## config.mk

```make
export PLATFORM = sky130hd
export DESIGN_NAME = uart_tx_buffered_flat
export DESIGN_NICKNAME = d
export VERILOG_FILES = /design/src/rtl/uart_tx_buffered_if.sv /design/src/rtl/uart_tx_buffered.sv /design/src/flat_wrapper.sv
export SDC_FILE = /design/constraint.sdc
export NUM_CORES = 1
export LEC_CHECK = 0
export BUFFER_PORTS_ARGS = -buffer_cell sky130_fd_sc_hd__clkbuf_2
export CAP_MARGIN = 15
export CORE_UTILIZATION = 30
export DETAILED_ROUTE_END_ITERATION = 8
export MAX_ROUTING_LAYER = met4
export PLACE_DENSITY_LB_ADDON = 0.2
export SETUP_SLACK_MARGIN = 0.3
export SYNTH_ARGS = -nofsm -noshare
export SYNTH_HDL_FRONTEND = slang
export SYNTH_SLANG_ARGS = --single-unit
export TNS_END_PERCENT = 10
```

## constraint.sdc

```tcl
create_clock -name clk -period 1.95 [get_ports clk]
set_clock_uncertainty 0.05 [all_clocks]
set_input_delay 0.39 -clock clk [delete_from_list [all_inputs] [get_ports clk]]
set_output_delay 0.39 -clock clk [all_outputs]
set_load 0.1 [all_outputs]
```

## src/rtl/uart_tx_buffered_if.sv

```systemverilog
// Byte-write and serial-status bundle between the UART peripheral and its transmitter.
// Latency: none; this is wiring only.
// Backpressure: the writer watches tx_full, and a write made while full is dropped and flagged by tx_overflow.
interface uart_tx_buffered_if;
  logic       tx_send;
  logic [7:0] Tx_Data;
  logic       tx;
  logic [2:0] tx_state;
  logic       tx_full;
  logic       tx_empty;
  logic       tx_busy;
  logic       tx_overflow;

  // Peripheral side: issues writes and observes the transmitter.
  modport master (
    output tx_send, Tx_Data,
    input  tx, tx_state, tx_full, tx_empty, tx_busy, tx_overflow
  );

  // Transmitter side.
  modport slave (
    input  tx_send, Tx_Data,
    output tx, tx_state, tx_full, tx_empty, tx_busy, tx_overflow
  );
endinterface

```

## src/rtl/uart_tx_buffered.sv

```systemverilog
// Buffered UART transmitter: queues bytes and sends 11-bit frames (start, 8 data bits LSB first, even parity, stop).
// Latency: a write to an idle, empty queue drops tx on the following edge. Each frame lasts 11*CLKS_PER_BIT cycles, and frames go out back to back.
// Backpressure: tx_full rejects writes, and a rejected write pulses tx_overflow for one cycle. Defining UART_TX_FIFO_EN selects a FIFO_DEPTH-entry FIFO; otherwise a single holding register is used.
module uart_tx_buffered #(
  parameter int CLKS_PER_BIT = 5210,
  parameter int FIFO_DEPTH   = 4
) (
  input  logic              clk,
  input  logic              n_rst,
  uart_tx_buffered_if.slave bus
);

  typedef enum logic [2:0] {
    IDLE   = 3'd0,
    START  = 3'd1,
    DATA   = 3'd2,
    PARITY = 3'd3,
    STOP   = 3'd4
  } state_t;

  localparam int TW = (CLKS_PER_BIT > 1) ? $clog2(CLKS_PER_BIT) : 1;
  localparam logic [TW-1:0] TMAX = TW'(CLKS_PER_BIT - 1);

  // Stop elaboration on depths that the wrap-bit pointer scheme cannot represent.
  if (FIFO_DEPTH < 2 || (FIFO_DEPTH & (FIFO_DEPTH - 1)) != 0) begin : g_bad_depth
    $error("uart_tx_buffered: FIFO_DEPTH must be a power of two >= 2");
  end

  logic       full;
  logic       empty;
  logic [7:0] head;
  logic       push;
  logic       pop;

  // A pop in the same cycle does not free space, so a write is accepted only on the registered full flag.
  assign push = bus.tx_send && !full;

`ifdef UART_TX_FIFO_EN
  localparam int AW = $clog2(FIFO_DEPTH);

  logic [7:0]  mem_q [FIFO_DEPTH];
  logic [AW:0] wr_ptr_q;
  logic [AW:0] rd_ptr_q;

  assign full  = (wr_ptr_q[AW] != rd_ptr_q[AW]) && (wr_ptr_q[AW-1:0] == rd_ptr_q[AW-1:0]);
  assign empty = (wr_ptr_q == rd_ptr_q);
  assign head  = mem_q[rd_ptr_q[AW-1:0]];

  // The pointers carry an extra wrap bit and roll over naturally.
  always_ff @(posedge clk or negedge n_rst) begin
    if (!n_rst) begin
      wr_ptr_q <= '0;
      rd_ptr_q <= '0;
    end else begin
      if (push) wr_ptr_q <= wr_ptr_q + 1'b1;
      if (pop)  rd_ptr_q <= rd_ptr_q + 1'b1;
    end
  end

  // Storage needs no reset because the pointers decide which entries are valid.
  always_ff @(posedge clk) begin
    if (push) mem_q[wr_ptr_q[AW-1:0]] <= bus.Tx_Data;
  end
`else
  logic [7:0] hold_q;
  logic       hold_vld_q;

  assign full  = hold_vld_q;
  assign empty = !hold_vld_q;
  assign head  = hold_q;

  // Single holding register. A push needs it empty and a pop needs it full, so the two never coincide.
  always_ff @(posedge clk or negedge n_rst) begin
    if (!n_rst) begin
      hold_q     <= '0;
      hold_vld_q <= 1'b0;
    end else if (push) begin
      hold_q     <= bus.Tx_Data;
      hold_vld_q <= 1'b1;
    end else if (pop) begin
      hold_vld_q <= 1'b0;
    end
  end
`endif

  state_t        state_q, state_d;
  logic [TW-1:0] timer_q, timer_d;
  logic [2:0]    bit_idx_q, bit_idx_d;
  logic [7:0]    shift_q, shift_d;
  logic          parity_q, parity_d;
  logic          tx_q, tx_d;
  logic          overflow_q;
  logic          bit_done;

  assign bit_done = (timer_q == TMAX);

  // State register. Reset abandons any frame and returns the line high at once.
  always_ff @(posedge clk or negedge n_rst) begin
    if (!n_rst) begin
      state_q    <= IDLE;
      timer_q    <= '0;
      bit_idx_q  <= '0;
      shift_q    <= '0;
      parity_q   <= 1'b0;
      tx_q       <= 1'b1;
      overflow_q <= 1'b0;
    end else begin
      state_q    <= state_d;
      timer_q    <= timer_d;
      bit_idx_q  <= bit_idx_d;
      shift_q    <= shift_d;
      parity_q   <= parity_d;
      tx_q       <= tx_d;
      overflow_q <= bus.tx_send && full;
    end
  end

  // Next-state logic. tx_d holds the line value for the state being entered, so tx comes straight from a flop.
  always_comb begin
    state_d   = state_q;
    timer_d   = timer_q;
    bit_idx_d = bit_idx_q;
    shift_d   = shift_q;
    parity_d  = parity_q;
    tx_d      = tx_q;
    pop       = 1'b0;
    if (state_q != IDLE) timer_d = bit_done ? '0 : timer_q + 1'b1;
    unique case (state_q)
      IDLE: begin
        if (!empty) begin
          pop      = 1'b1;
          shift_d  = head;
          parity_d = ^head;
          tx_d     = 1'b0;
          state_d  = START;
          timer_d  = '0;
        end
      end
      START: begin
        if (bit_done) begin
          state_d = DATA;
          tx_d    = shift_q[0];
        end
      end
      DATA: begin
        if (bit_done) begin
          if (bit_idx_q == 3'd7) begin
            state_d   = PARITY;
            bit_idx_d = 3'd0;
            tx_d      = parity_q;
          end else begin
            bit_idx_d = bit_idx_q + 3'd1;
            shift_d   = shift_q >> 1;
            tx_d      = shift_q[1];
          end
        end
      end
      PARITY: begin
        if (bit_done) begin
          state_d = STOP;
          tx_d    = 1'b1;
        end
      end
      STOP: begin
        // If another byte is waiting, go straight to the next start bit with no idle gap.
        if (bit_done) begin
          if (!empty) begin
            pop      = 1'b1;
            shift_d  = head;
            parity_d = ^head;
            tx_d     = 1'b0;
            state_d  = START;
          end else begin
            tx_d    = 1'b1;
            state_d = IDLE;
          end
        end
      end
      default: begin
        state_d = IDLE;
        tx_d    = 1'b1;
      end
    endcase
  end

  assign bus.tx          = tx_q;
  assign bus.tx_state    = state_q;
  assign bus.tx_full     = full;
  assign bus.tx_empty    = empty;
  assign bus.tx_busy     = (state_q != IDLE) || !empty;
  assign bus.tx_overflow = overflow_q;

endmodule

```

## src/flat_wrapper.sv

```systemverilog
// flat-port wrapper written by rule: the top's interface ports become plain ports
module uart_tx_buffered_flat 
#(
  parameter int CLKS_PER_BIT = 5210,
  parameter int FIFO_DEPTH   = 4
)
  (clk, n_rst, bus_tx_send, bus_Tx_Data, bus_tx, bus_tx_state, bus_tx_full, bus_tx_empty, bus_tx_busy, bus_tx_overflow);
  uart_tx_buffered_if bus_i ();
  input  logic clk;
  input  logic n_rst;
  input wire logic [$bits(bus_i.tx_send)-1:0] bus_tx_send;
  input wire logic [$bits(bus_i.Tx_Data)-1:0] bus_Tx_Data;
  output wire logic [$bits(bus_i.tx)-1:0] bus_tx;
  output wire logic [$bits(bus_i.tx_state)-1:0] bus_tx_state;
  output wire logic [$bits(bus_i.tx_full)-1:0] bus_tx_full;
  output wire logic [$bits(bus_i.tx_empty)-1:0] bus_tx_empty;
  output wire logic [$bits(bus_i.tx_busy)-1:0] bus_tx_busy;
  output wire logic [$bits(bus_i.tx_overflow)-1:0] bus_tx_overflow;
  assign bus_i.tx_send = bus_tx_send;
  assign bus_i.Tx_Data = bus_Tx_Data;
  assign bus_tx = bus_i.tx;
  assign bus_tx_state = bus_i.tx_state;
  assign bus_tx_full = bus_i.tx_full;
  assign bus_tx_empty = bus_i.tx_empty;
  assign bus_tx_busy = bus_i.tx_busy;
  assign bus_tx_overflow = bus_i.tx_overflow;
  uart_tx_buffered #(.CLKS_PER_BIT(CLKS_PER_BIT), .FIFO_DEPTH(FIFO_DEPTH)) u_core (.clk(clk), .n_rst(n_rst), .bus(bus_i));
endmodule
```

# After elaboration in Yosys (flattened, before gate mapping)
# Cells that the tools add are included.
[word_totals] ram_bits=0 out_inout_bits=8 n_memories=0 in_bits=11 regBits=39 romBits=0 latch_bits=0
[op_classes] n_eq_ne=13 shift=0 mux=34 mul=0 n_div=0 n_reduce_logical=15 bitwise=0 magnitude_cmp=0 n_addsub=2
[op_table] op="$mux 13" count=4
[op_table] op="$mux 8" count=4
[op_table] op="$pmux 8 s3" count=1
[op_table] op="$mux 3" count=7
[op_table] op="$pmux 3 s5" count=1
[op_table] op="$mux 1" count=14
[op_table] op="$add 13x1->13 const B" count=1
[op_table] op="$eq 13x13->1 const B" count=1
[op_table] op="$ne 2x1->1 const B" count=6
[op_table] op="$reduce_xor 8->1" count=1
[op_table] op="$eq 3x2->1 const B" count=2
[op_table] op="$eq 3x3->1 const B" count=2
[op_table] op="$reduce_and 6->1" count=1
[op_table] op="$reduce_bool 3->1" count=2
[op_table] op="$pmux 1 s5" count=1
[op_table] op="$reduce_and 5->1" count=1
[op_table] op="$pmux 1 s2" count=2
[op_table] op="$reduce_and 2->1" count=2
[op_table] op="$reduce_and 4->1" count=1
[op_table] op="$reduce_bool 2->1" count=2
[op_table] op="$add 3x1->3 const B" count=1
[op_table] op="$eq 3x1->1 const B" count=1
[op_table] op="$logic_not 3->1" count=1
[op_table] op="$logic_and 1x1->1" count=2
[op_table] op="other kinds (3)" count=3

# Depth between registers and ports, before layout
# Gate-level depths: netlist (run 1).
[depth] depth_word=5 mapped_depth=7

# Worst setup path before layout (run 1)
# Ideal clock, no wire load.
[synth_path] path_kind="register -> register" start="reg u_core.hold_vld_q, in the netlist u_core.bus.tx_full" end="reg u_core.shift_q[0]" t_arrival_ns=2.928 setup_ns=0.125 path_buffers=0 t_required_ns=1.775 path_slack_ns=-1.153 path_stages_with_launch=5 cell_sequence="dfrtp_1 -> inv_1 -> mux2_2 -> a221oi_4 -> mux2_2"
[synth_between] elab_chain_len=3
[synth_rtl] item="from (decl)" line_no="uart_tx_buffered.sv:66" source="logic hold_vld_q;"
[synth_rtl] item="from (signal assigned)" line_no="uart_tx_buffered.sv:76" source="hold_vld_q <= 1'b0;"
[synth_rtl] item="from (signal assigned)" line_no="uart_tx_buffered.sv:79" source="hold_vld_q <= 1'b1;"
[synth_rtl] item="from (signal assigned)" line_no="uart_tx_buffered.sv:81" source="hold_vld_q <= 1'b0;"
[synth_rtl] item="$mux 8 *"
[synth_rtl] item="$mux 8"
[synth_rtl] item="$pmux 8 s3 *"
[synth_rtl] item="to (signal assigned)" line_no="uart_tx_buffered.sv:111" source="shift_q <= shift_d;"
[synth_rtl] item="to (decl)" line_no="uart_tx_buffered.sv:89" source="logic [7:0] shift_q, shift_d;"
# Every way passes the cells marked *; elsewhere a longest branch is shown, timed or not. The select of a mux whose other input is x is not followed.
# A chain may end at the register's enable or synchronous reset.

# Worst setup path in the final report (run 1)
[layout_path] start="reg u_core.state_q[0], in the netlist u_core.bus.tx_state[0]" end="out bus_tx_busy"
[layout_between] elab_chain_len=2
[layout_rtl] item="from (decl)" line_no="uart_tx_buffered.sv:86" source="state_t state_q, state_d;"
[layout_rtl] item="from (signal assigned)" line_no="uart_tx_buffered.sv:108" source="state_q <= state_d;"
[layout_rtl] item="$reduce_bool 3->1" line_no="uart_tx_buffered.sv:190" source="assign bus.tx_busy = (state_q != IDLE) || !empty;"
[layout_rtl] item="$logic_or 1x1->1" line_no="uart_tx_buffered.sv:190"
[layout_rtl] item="to (decl)" line_no="flat_wrapper.sv:17" source="output wire logic [$bits(bus_i.tx_busy)-1:0] bus_tx_busy;"
# No other way between the ends.

==> report_table.html, run 1 <==
<table>
<tr><th>Metric</th><th>Value</th></tr>
<tr><th colspan="2">Outcome</th></tr>
<tr><td>Result of the run</td><td>finished, violations left</td></tr>
<tr><td>Violated checks</td><td>negative setup slack</td></tr>
<tr><th colspan="2">Pwr</th></tr>
<tr><td>Total power density per cell area</td><td>807.2 nW/um^2</td></tr>
<tr><td>Switching Fraction</td><td>approximately 34%</td></tr>
<tr><td>Leakage power total</td><td>approximately 0.0013 uW</td></tr>
<tr><td>Power Internal</td><td>between 1500 and 2000 uW</td></tr>
<tr><td>Combinational share of power</td><td>35.4%</td></tr>
<tr><td>P_sw</td><td>875.4 uW</td></tr>
<tr><td>Flop pwr share</td><td>42.1%</td></tr>
<tr><td>Peak supply drop</td><td>0.4645 mV</td></tr>
<tr><td>Share of total power in the clock network</td><td>22.5%</td></tr>
<tr><th colspan="2">Timing</th></tr>
<tr><td>Final WS setup</td><td>-0.07088 ns</td></tr>
<tr><td>Total count of max-transition violations in the final report</td><td>0</td></tr>
<tr><td>Count of final setup violators</td><td>9</td></tr>
<tr><td>Final hold vios</td><td>0</td></tr>
<tr><td>Final Cycle Share</td><td>103.6%</td></tr>
<tr><td>Min cycle time layout</td><td>slightly above 2 ns</td></tr>
<tr><td>F_max</td><td>~0.49 GHz</td></tr>
<tr><td>Worst-case headroom to the max-slew limit</td><td>around 64%</td></tr>
<tr><td>Hold slack</td><td>0.003093 ns</td></tr>
<tr><td>Pin slew with the least headroom to its limit</td><td>0.5426 ns</td></tr>
<tr><td>Setup repair after global routing missed its margin</td><td>true</td></tr>
<tr><th colspan="2">Placement</th></tr>
<tr><td>Final weighted congestion in routability-driven placement</td><td>0.7637</td></tr>
<tr><td>Count of input and output buffers</td><td>18</td></tr>
<tr><td>Number of cells after detailed placement</td><td>333</td></tr>
<tr><td>Worst slack, placed</td><td>-0.2076 ns</td></tr>
<tr><td>Final HPWL DP</td><td>~3400 um</td></tr>
<tr><th colspan="2">Floorplan</th></tr>
<tr><td>Overall die width</td><td>86.38 um</td></tr>
<tr><td>Die Area</td><td>between 7000 and 8000 sq um</td></tr>
<tr><td>Y dimension of the die</td><td>86.38 um</td></tr>
<tr><td>Top-level I/O count</td><td>19</td></tr>
<tr><td>Core Region</td><td>6832 sq um</td></tr>
<tr><td>Cell Rows</td><td>30</td></tr>
<tr><td>Initial standard-cell utilization of the core</td><td>31.26%</td></tr>
<tr><th colspan="2">Clocking</th></tr>
<tr><td>Maximum level of the CTS H-tree</td><td>2</td></tr>
<tr><td>Clock Pin Slew Worst Setup and Hold Paths</td><td>0.09 ns</td></tr>
<tr><td>Hold Buf Count CTS</td><td>0</td></tr>
<tr><td>Number of clock sinks</td><td>39</td></tr>
<tr><td>Clock latency on the worst-skew pair</td><td>0.29 ns</td></tr>
<tr><td>Clock Tree Root</td><td>sky130_fd_sc_hd__clkbuf_8</td></tr>
<tr><td>TritonCTS clock tree</td><td>done</td></tr>
<tr><td>Longest Clk Path Bufs</td><td>2</td></tr>
<tr><td>Clock buffers created by TritonCTS</td><td>5</td></tr>
<tr><th colspan="2">Logic synthesis</th></tr>
<tr><td>Yosys top cell by area</td><td>sky130_fd_sc_hd__dfrtp_1</td></tr>
<tr><td>Total of flip-flops plus latches after synthesis</td><td>39</td></tr>
<tr><td>Post-Synthesis Net Count</td><td>between 200 and 250</td></tr>
<tr><td>Mapped Area</td><td>2136 sq um</td></tr>
<tr><td>Share of the yosys chip area belonging to registers</td><td>between 40% and 50%</td></tr>
<tr><td>Cell count after synthesis</td><td>195</td></tr>
<tr><td>Yosys warning count</td><td>0</td></tr>
<tr><td>Share of Yosys cell area claimed by the top area cell type</td><td>44.52%</td></tr>
<tr><td>Per-instance average area after synthesis</td><td>10.95 sq um</td></tr>
<tr><td>Ranking of synthesized cells by area</td><td>sky130_fd_sc_hd__dfrtp_1 (45%), sky130_fd_sc_hd__mux2_2 (13%), sky130_fd_sc_hd__a31oi_1 (5.0%)</td></tr>
<tr><td>Number of distinct library cells after synthesis</td><td>45</td></tr>
<tr><th colspan="2">Cells and area</th></tr>
<tr><td>Diode count</td><td>0</td></tr>
<tr><td>Commonest cells after routing, fill and taps aside</td><td>sky130_fd_sc_hd__dfrtp_1 (35), sky130_fd_sc_hd__buf_4 (31), sky130_fd_sc_hd__mux2_2 (17)</td></tr>
<tr><td>Commonest non-fill, non-tap cell in the layout</td><td>sky130_fd_sc_hd__dfrtp_1</td></tr>
<tr><td>Final Net Count</td><td>~270</td></tr>
<tr><td>Fraction of final layout cells with drive strength greater than 1</td><td>54.37%</td></tr>
<tr><td>Count of placed standard cells in the final layout, fillers left out</td><td>~350</td></tr>
<tr><td>Relative area change from synthesis to final layout</td><td>49.44%</td></tr>
<tr><th colspan="2">Global route</th></tr>
<tr><td>First-pass GRT wire length</td><td>8735 um</td></tr>
<tr><td>Largest net degree at the start of global routing</td><td>21</td></tr>
<tr><td>Via count of the first global-routing pass</td><td>1764</td></tr>
<tr><td>Grt ovf</td><td>0</td></tr>
<tr><td>Antenna violations before repair</td><td>0</td></tr>
<tr><td>Gr usage total</td><td>15.53%</td></tr>
<tr><th colspan="2">Routing</th></tr>
<tr><td>Remaining routing DRC violations</td><td>0</td></tr>
<tr><td>First DRT Iteration DRCs</td><td>74</td></tr>
<tr><td>Wire length after detailed routing</td><td>around 5300 um</td></tr>
<tr><td>Routed Antenna Nets</td><td>0</td></tr>
<tr><td>Number of vias per cell</td><td>5.014</td></tr>
<tr><td>Detailed-router iteration count before antenna repair</td><td>6</td></tr>
<tr><td>Routed via count</td><td>1745</td></tr>
<tr><td>Average wire per standard cell</td><td>15.24 um</td></tr>
<tr><th colspan="2">Run</th></tr>
<tr><td>Max-cap violation count</td><td>0</td></tr>
<tr><th colspan="2">Setup path</th></tr>
<tr><td>Critical path data required time</td><td>1.51 ns</td></tr>
<tr><td>Critical path type</td><td>reg2out</td></tr>
<tr><td>Worst EP arrival</td><td>1.58 ns</td></tr>
<tr><td>Critical Path Sink Type</td><td>output port</td></tr>
<tr><td>Crit start category</td><td>flop</td></tr>
<tr><td>Crit Path Max Fanout</td><td>2</td></tr>
<tr><th colspan="2">Hold path</th></tr>
<tr><td>Kind of path behind the tightest hold check</td><td>in2async</td></tr>
</table>
synthesized netlist by cell type:
master / number
sky130_fd_sc_hd__xor2_1: 1
sky130_fd_sc_hd__dfrtp_1: 38
sky130_fd_sc_hd__nor2b_1: 4
sky130_fd_sc_hd__o31a_1: 1
sky130_fd_sc_hd__o21ai_0: 5
sky130_fd_sc_hd__a221oi_4: 1
sky130_fd_sc_hd__nand4_2: 1
sky130_fd_sc_hd__a21o_1: 1
sky130_fd_sc_hd__nand4_1: 5
sky130_fd_sc_hd__a22oi_1: 1
sky130_fd_sc_hd__or3_1: 3
sky130_fd_sc_hd__inv_1: 6
sky130_fd_sc_hd__and2_1: 2
sky130_fd_sc_hd__nand3_1: 11
sky130_fd_sc_hd__a31oi_1: 17
sky130_fd_sc_hd__o21a_1: 1
sky130_fd_sc_hd__and4_1: 3
sky130_fd_sc_hd__mux2_2: 25
sky130_fd_sc_hd__or2_2: 2
sky130_fd_sc_hd__dfstp_2: 1
sky130_fd_sc_hd__clkbuf_1: 9
sky130_fd_sc_hd__xnor2_1: 9
sky130_fd_sc_hd__nand3b_1: 2
sky130_fd_sc_hd__nor4b_4: 1
sky130_fd_sc_hd__and3_1: 2
sky130_fd_sc_hd__mux2_1: 2
sky130_fd_sc_hd__nor3_1: 3
sky130_fd_sc_hd__nor3b_2: 1
sky130_fd_sc_hd__a21bo_2: 1
sky130_fd_sc_hd__nor2_1: 6
sky130_fd_sc_hd__buf_2: 2
sky130_fd_sc_hd__buf_4: 1
sky130_fd_sc_hd__a41oi_1: 1
sky130_fd_sc_hd__ha_1: 4
sky130_fd_sc_hd__o311ai_0: 1
sky130_fd_sc_hd__and4b_1: 2
sky130_fd_sc_hd__nor4bb_1: 1
sky130_fd_sc_hd__a2111oi_0: 1
sky130_fd_sc_hd__nor4b_1: 1
sky130_fd_sc_hd__o22ai_1: 2
sky130_fd_sc_hd__nand2_1: 8
sky130_fd_sc_hd__and4bb_2: 1
sky130_fd_sc_hd__o31ai_1: 1
sky130_fd_sc_hd__nor4_1: 1
sky130_fd_sc_hd__a21oi_1: 3
worst max-delay path: stages, from the launching register on:
cell and delay [ns]:
sky130_fd_sc_hd__dfrtp_2 0.42, sky130_fd_sc_hd__buf_6 0.12, sky130_fd_sc_hd__or3_4 0.39, sky130_fd_sc_hd__nor2_4 0.12
sky130_fd_sc_hd__inv_2 0.07, sky130_fd_sc_hd__buf_12 0.16
metrics by stage:
step / area [sq um] / total power, uW / utilization (%) / setup TNS, ns
finish: 3192 / 2577 / 46.72 / -0.4536
global route: 3192 / 2749 / 46.72 / -1.114
CTS: 2890 / 2439 / 42.31 / -0.8464
detailed placement: 2606 / 1769 / 38.15 / -1.600
global placement: 2606 / 1761 / 38.15 / -1.128
floorplan: 2151 / 1498 / - / -10.59
state kept, by name, indices dropped and copies added, names as in the netlist:
signal and flops:
u_core.bit_idx_q 3, u_core.bus.tx 1, u_core.bus.tx_full 1, u_core.bus.tx_overflow 1, u_core.bus.tx_state 3, u_core.head 8, u_core.parity_q 1, u_core.shift_q 8
u_core.timer_q 13
kinds of logic (layout without fill, tap and decap cells):
group                    Yosys count  in the layout  share of synthesized area [%]
multiplexers                      27             27                          14.24
adder cells (fa/ha/maj)            4              4                          2.343
AND/OR/NAND/NOR                   60             60                          17.93
AO/OA/AOI/OAI                     37             37                          12.19
XOR/XNOR                          10             10                          4.101
buffers and inverters             18             75                          3.456
flip-flops                        39             39                          45.75
path summary, 6_finish.rpt:
kind	depth (start not counted)	from	slack, ns	endpoint
max	5	u_core.bus.tx_state[0]	-0.07	bus_tx_busy
min	1	n_rst	0.003	u_core.timer_q[8]
max reg2reg	6	u_core.bus.tx_state[0]	-0.07	u_core.shift_q[4]
min reg2reg	1	u_core.shift_q[7]	0.44	u_core.shift_q[7]
max in group asynchronous	2	n_rst	1.24	u_core.bus.tx
min in group clk	2	bus_Tx_Data[2]	0.26	u_core.head[2]
repair_timing:
item | 4_1_cts | 5_1_grt
pin swaps | 23 | 29
setup endpoints to repair | 34 | 33
buffers inserted | 3 | 4
resized for setup | 41 | 46
per-layer routing:
metal	vias up	wire [um]	GRT usage, %
li1	844	-	-
met1	862	2396	19.19
met2	34	2699	25.40
met3	5	163	3.143
met4	0	45	5.303
met5	-	0	-
final cells by class:
class,count,area [sq um]
Fill cell,644,3640
Inverter,6,26.28
Clock buffer,5,68.82
Multi-Input combinational cell,138,1421
Timing Repair Buffer,61,548.0
Clock inverter,3,23.77
Sequential cell,39,983.4
Tap cell,96,120.1
power groups by stage:
| stage | sequential, uW | clock [uW] | combinational [uW] |
|---|---|---|---|
| after floorplan | 1090 | 0 | 411 |
| after global placement | 1090 | 0 | 671 |
| after detailed placement | 1090 | 0 | 678 |
| after CTS | 1080 | 611 | 746 |
| after global routing | 1100 | 635 | 1010 |
| final | 1090 | 580 | 912 |
No activity file was read; power rests on OpenSTA's default activity.
==> run 2: changes to the inputs <==
CTS_BUF_LIST = sky130_fd_sc_hd__clkbuf_16   (was not set)
==> run 2 against run 1 <==
The flow still finishes with violations (negative setup slack). Critical path depth stayed put. Sequential cell count stayed put. Total power is 9.7% higher. Combinational power hardly changed. Wire length is 3.3% lower. Cell area is 2.1% lower. Fmax is 1.0% higher.
==> report_table.html, run 2 (synthesized netlist as in run 1, its figures left out) <==
<table>
<tr><th>Metric</th><th>Value</th></tr>
<tr><th colspan="2">Routing</th></tr>
<tr><td>First DRT Iteration DRCs</td><td>69</td></tr>
<tr><td>Wire length after detailed routing</td><td>5129 um</td></tr>
<tr><td>Number of vias per cell</td><td>4.909</td></tr>
<tr><td>Detailed-router iteration count before antenna repair</td><td>4</td></tr>
<tr><td>Routed Antenna Nets</td><td>0</td></tr>
<tr><td>Remaining routing DRC violations</td><td>0</td></tr>
<tr><td>Routed via count</td><td>roughly 1.7k</td></tr>
<tr><td>Average wire per standard cell</td><td>approximately 15 um</td></tr>
<tr><th colspan="2">Cells and area</th></tr>
<tr><td>Utilization after layout</td><td>45.73%</td></tr>
<tr><td>Number of flip-flops under the largest register name</td><td>13</td></tr>
<tr><td>Commonest cells after routing, fill and taps aside</td><td>sky130_fd_sc_hd__buf_4 (42), sky130_fd_sc_hd__dfrtp_1 (35), sky130_fd_sc_hd__mux2_2 (17)</td></tr>
<tr><td>Reg with most FFs</td><td>u_core.timer_q</td></tr>
<tr><td>Commonest non-fill, non-tap cell in the layout</td><td>sky130_fd_sc_hd__buf_4</td></tr>
<tr><td>Final Net Count</td><td>roughly 270</td></tr>
<tr><td>Relative area change from synthesis to final layout</td><td>46.28%</td></tr>
<tr><td>Fraction of final layout cells with drive strength greater than 1</td><td>53.33%</td></tr>
<tr><td>Diode count</td><td>0</td></tr>
<tr><th colspan="2">Setup path</th></tr>
<tr><td>Critical Path Sink Type</td><td>output port</td></tr>
<tr><td>Critical path, cell by cell</td><td>buf_6 &gt; or3_4 &gt; nor2_4 &gt; inv_2 &gt; buf_12</td></tr>
<tr><td>Depth of the worst register-to-register path</td><td>6</td></tr>
<tr><td>Critical path type</td><td>reg2out</td></tr>
<tr><td>Critical path data required time</td><td>roughly 1.5 ns</td></tr>
<tr><td>Maximum cell stage delay along the critical path</td><td>0.41 ns</td></tr>
<tr><td>Crit start category</td><td>flop</td></tr>
<tr><td>Worst EP arrival</td><td>1.56 ns</td></tr>
<tr><td>Crit Path Max Fanout</td><td>2</td></tr>
<tr><td>Highest-delay cell along the critical path</td><td>sky130_fd_sc_hd__dfrtp_2</td></tr>
<tr><th colspan="2">Timing</th></tr>
<tr><td>Worst-case headroom to the max-slew limit</td><td>63.97%</td></tr>
<tr><td>Pin slew with the least headroom to its limit</td><td>0.5427 ns</td></tr>
<tr><td>Setup repair after global routing missed its margin</td><td>true</td></tr>
<tr><td>Final Cycle Share</td><td>102.6%</td></tr>
<tr><td>Total count of max-transition violations in the final report</td><td>0</td></tr>
<tr><td>Hold slack</td><td>0.01931 ns</td></tr>
<tr><td>Min cycle time layout</td><td>2.001 ns</td></tr>
<tr><td>Final WS setup</td><td>-0.05053 ns</td></tr>
<tr><td>F_max</td><td>~0.50 GHz</td></tr>
<tr><td>Count of final setup violators</td><td>7</td></tr>
<tr><td>Final hold vios</td><td>0</td></tr>
<tr><th colspan="2">Pwr</th></tr>
<tr><td>Share of total power in the clock network</td><td>29.4%</td></tr>
<tr><td>Leakage power total</td><td>around 0.0013 uW</td></tr>
<tr><td>P_sw</td><td>889.1 uW</td></tr>
<tr><td>Total power density per cell area</td><td>904.8 nW/um^2</td></tr>
<tr><td>Combinational share of power</td><td>32.2%</td></tr>
<tr><td>Power Internal</td><td>1938 uW</td></tr>
<tr><td>Flop pwr share</td><td>38.4%</td></tr>
<tr><td>Peak supply drop</td><td>0.5880 mV</td></tr>
<tr><td>Switching Fraction</td><td>31.45%</td></tr>
<tr><th colspan="2">Clocking</th></tr>
<tr><td>TritonCTS clock tree</td><td>done</td></tr>
<tr><td>Clock Tree Root</td><td>sky130_fd_sc_hd__clkbuf_16</td></tr>
<tr><td>Maximum level of the CTS H-tree</td><td>2</td></tr>
<tr><td>Longest Clk Path Bufs</td><td>2</td></tr>
<tr><td>Number of clock sinks</td><td>39</td></tr>
<tr><td>Clock buffers created by TritonCTS</td><td>5</td></tr>
<tr><td>Clock Pin Slew Worst Setup and Hold Paths</td><td>about 0.060 ns</td></tr>
<tr><td>Clock latency on the worst-skew pair</td><td>about 0.28 ns</td></tr>
<tr><th colspan="2">Floorplan</th></tr>
<tr><td>Overall die width</td><td>86.38 um</td></tr>
<tr><td>Y dimension of the die</td><td>86.38 um</td></tr>
<tr><td>Initial standard-cell utilization of the core</td><td>31.26%</td></tr>
<tr><td>Top-level I/O count</td><td>19</td></tr>
<tr><td>Cell Rows</td><td>30</td></tr>
<tr><td>Core Region</td><td>6832 sq um</td></tr>
<tr><td>Die Area</td><td>around 7500 sq um</td></tr>
<tr><th colspan="2">Run</th></tr>
<tr><td>Max-cap violation count</td><td>0</td></tr>
<tr><th colspan="2">Placement</th></tr>
<tr><td>Final weighted congestion in routability-driven placement</td><td>0.7637</td></tr>
<tr><td>Count of input and output buffers</td><td>18</td></tr>
<tr><td>Final HPWL DP</td><td>3430 um</td></tr>
<tr><th colspan="2">Hold path</th></tr>
<tr><td>Kind of path behind the tightest hold check</td><td>in2async</td></tr>
<tr><th colspan="2">Outcome</th></tr>
<tr><td>Result of the run</td><td>finished, violations left</td></tr>
<tr><td>Violated checks</td><td>negative setup slack</td></tr>
<tr><th colspan="2">Global route</th></tr>
<tr><td>Largest net degree at the start of global routing</td><td>21</td></tr>
<tr><td>Grt ovf</td><td>0</td></tr>
<tr><td>Antenna violations before repair</td><td>0</td></tr>
<tr><td>Via count of the first global-routing pass</td><td>1769</td></tr>
<tr><td>Gr usage total</td><td>between 10% and 20%</td></tr>
<tr><td>First-pass GRT wire length</td><td>8769 um</td></tr>
</table>
run 2: cell count changes in the layout (fill, tap and decap cells not counted), sizes merged:
cell and delta:
buf +5, clkbuf -2
run 2: repair_timing:
item	in CTS	in global routing
hold buffers	0	0
buffers inserted	8	2
endpoints found under the setup margin	34	32
pin swaps	16	16
gates resized for setup	42	24
run 2: final timing paths:
path                                   startpoint                 to  slack (ns)
min reg2reg                     u_core.shift_q[6]  u_core.shift_q[6]        0.46
max reg2reg                u_core.bus.tx_state[0]  u_core.shift_q[0]       -0.01
min in group clk                   bus_Tx_Data[2]     u_core.head[2]        0.28
max in group asynchronous                   n_rst      u_core.bus.tx        1.21
min                                         n_rst  u_core.timer_q[8]        0.02
max                        u_core.bus.tx_state[0]        bus_tx_busy       -0.05
run 2: metal layers:
metal  up-vias  part of all wire, %  track usage, %
met5         -                    0               -
met4         0                  1.0           3.636
met3         4                  3.1           2.952
met2        25                   50           26.05
met1       846                   46           19.37
li1        848                    -               -
run 2: layout make-up:
cell class	count	area, sq um
Clock inverter	3	23.77
Tap cell	96	120.1
Sequential cell	39	983.4
Multi-Input combinational cell	138	1321
Inverter	6	26.28
Clock buffer	5	125.1
Timing Repair Buffer	64	524.3
Fill cell	660	3707
run 2: power by group through the flow:
stage | clock network, uW | logic [uW] | registers (uW)
6_report | 830 | 910 | 1090
5_1_grt | 877 | 1000 | 1110
4_1_cts | 857 | 799 | 1090
3_5_place_dp | 0 | 678 | 1090
3_3_place_gp | 0 | 671 | 1090
2_1_floorplan | 0 | 411 | 1090
run 2: worst max-delay path: cells and delay by family (launching register included):
family        cells  cell delay, ns
flops             1            0.41
simple gates      2            0.52
buf+inv           3            0.35
run 2: through the flow:
stage / setup slack [ns] / power, uW / instance area (sq um) / cells / setup TNS (ns)
after floorplan: -0.5630 / 1498 / 2151 / 195 / -10.59
after global placement: -0.1452 / 1761 / 2606 / 333 / -1.128
after detailed placement: -0.2076 / 1769 / 2606 / 333 / -1.600
after CTS: -0.07813 / 2743 / 2985 / 349 / -0.09516
after global routing: -0.08944 / 2985 / 3124 / 351 / -0.5976
final: -0.05053 / 2827 / 3124 / 351 / -0.08238
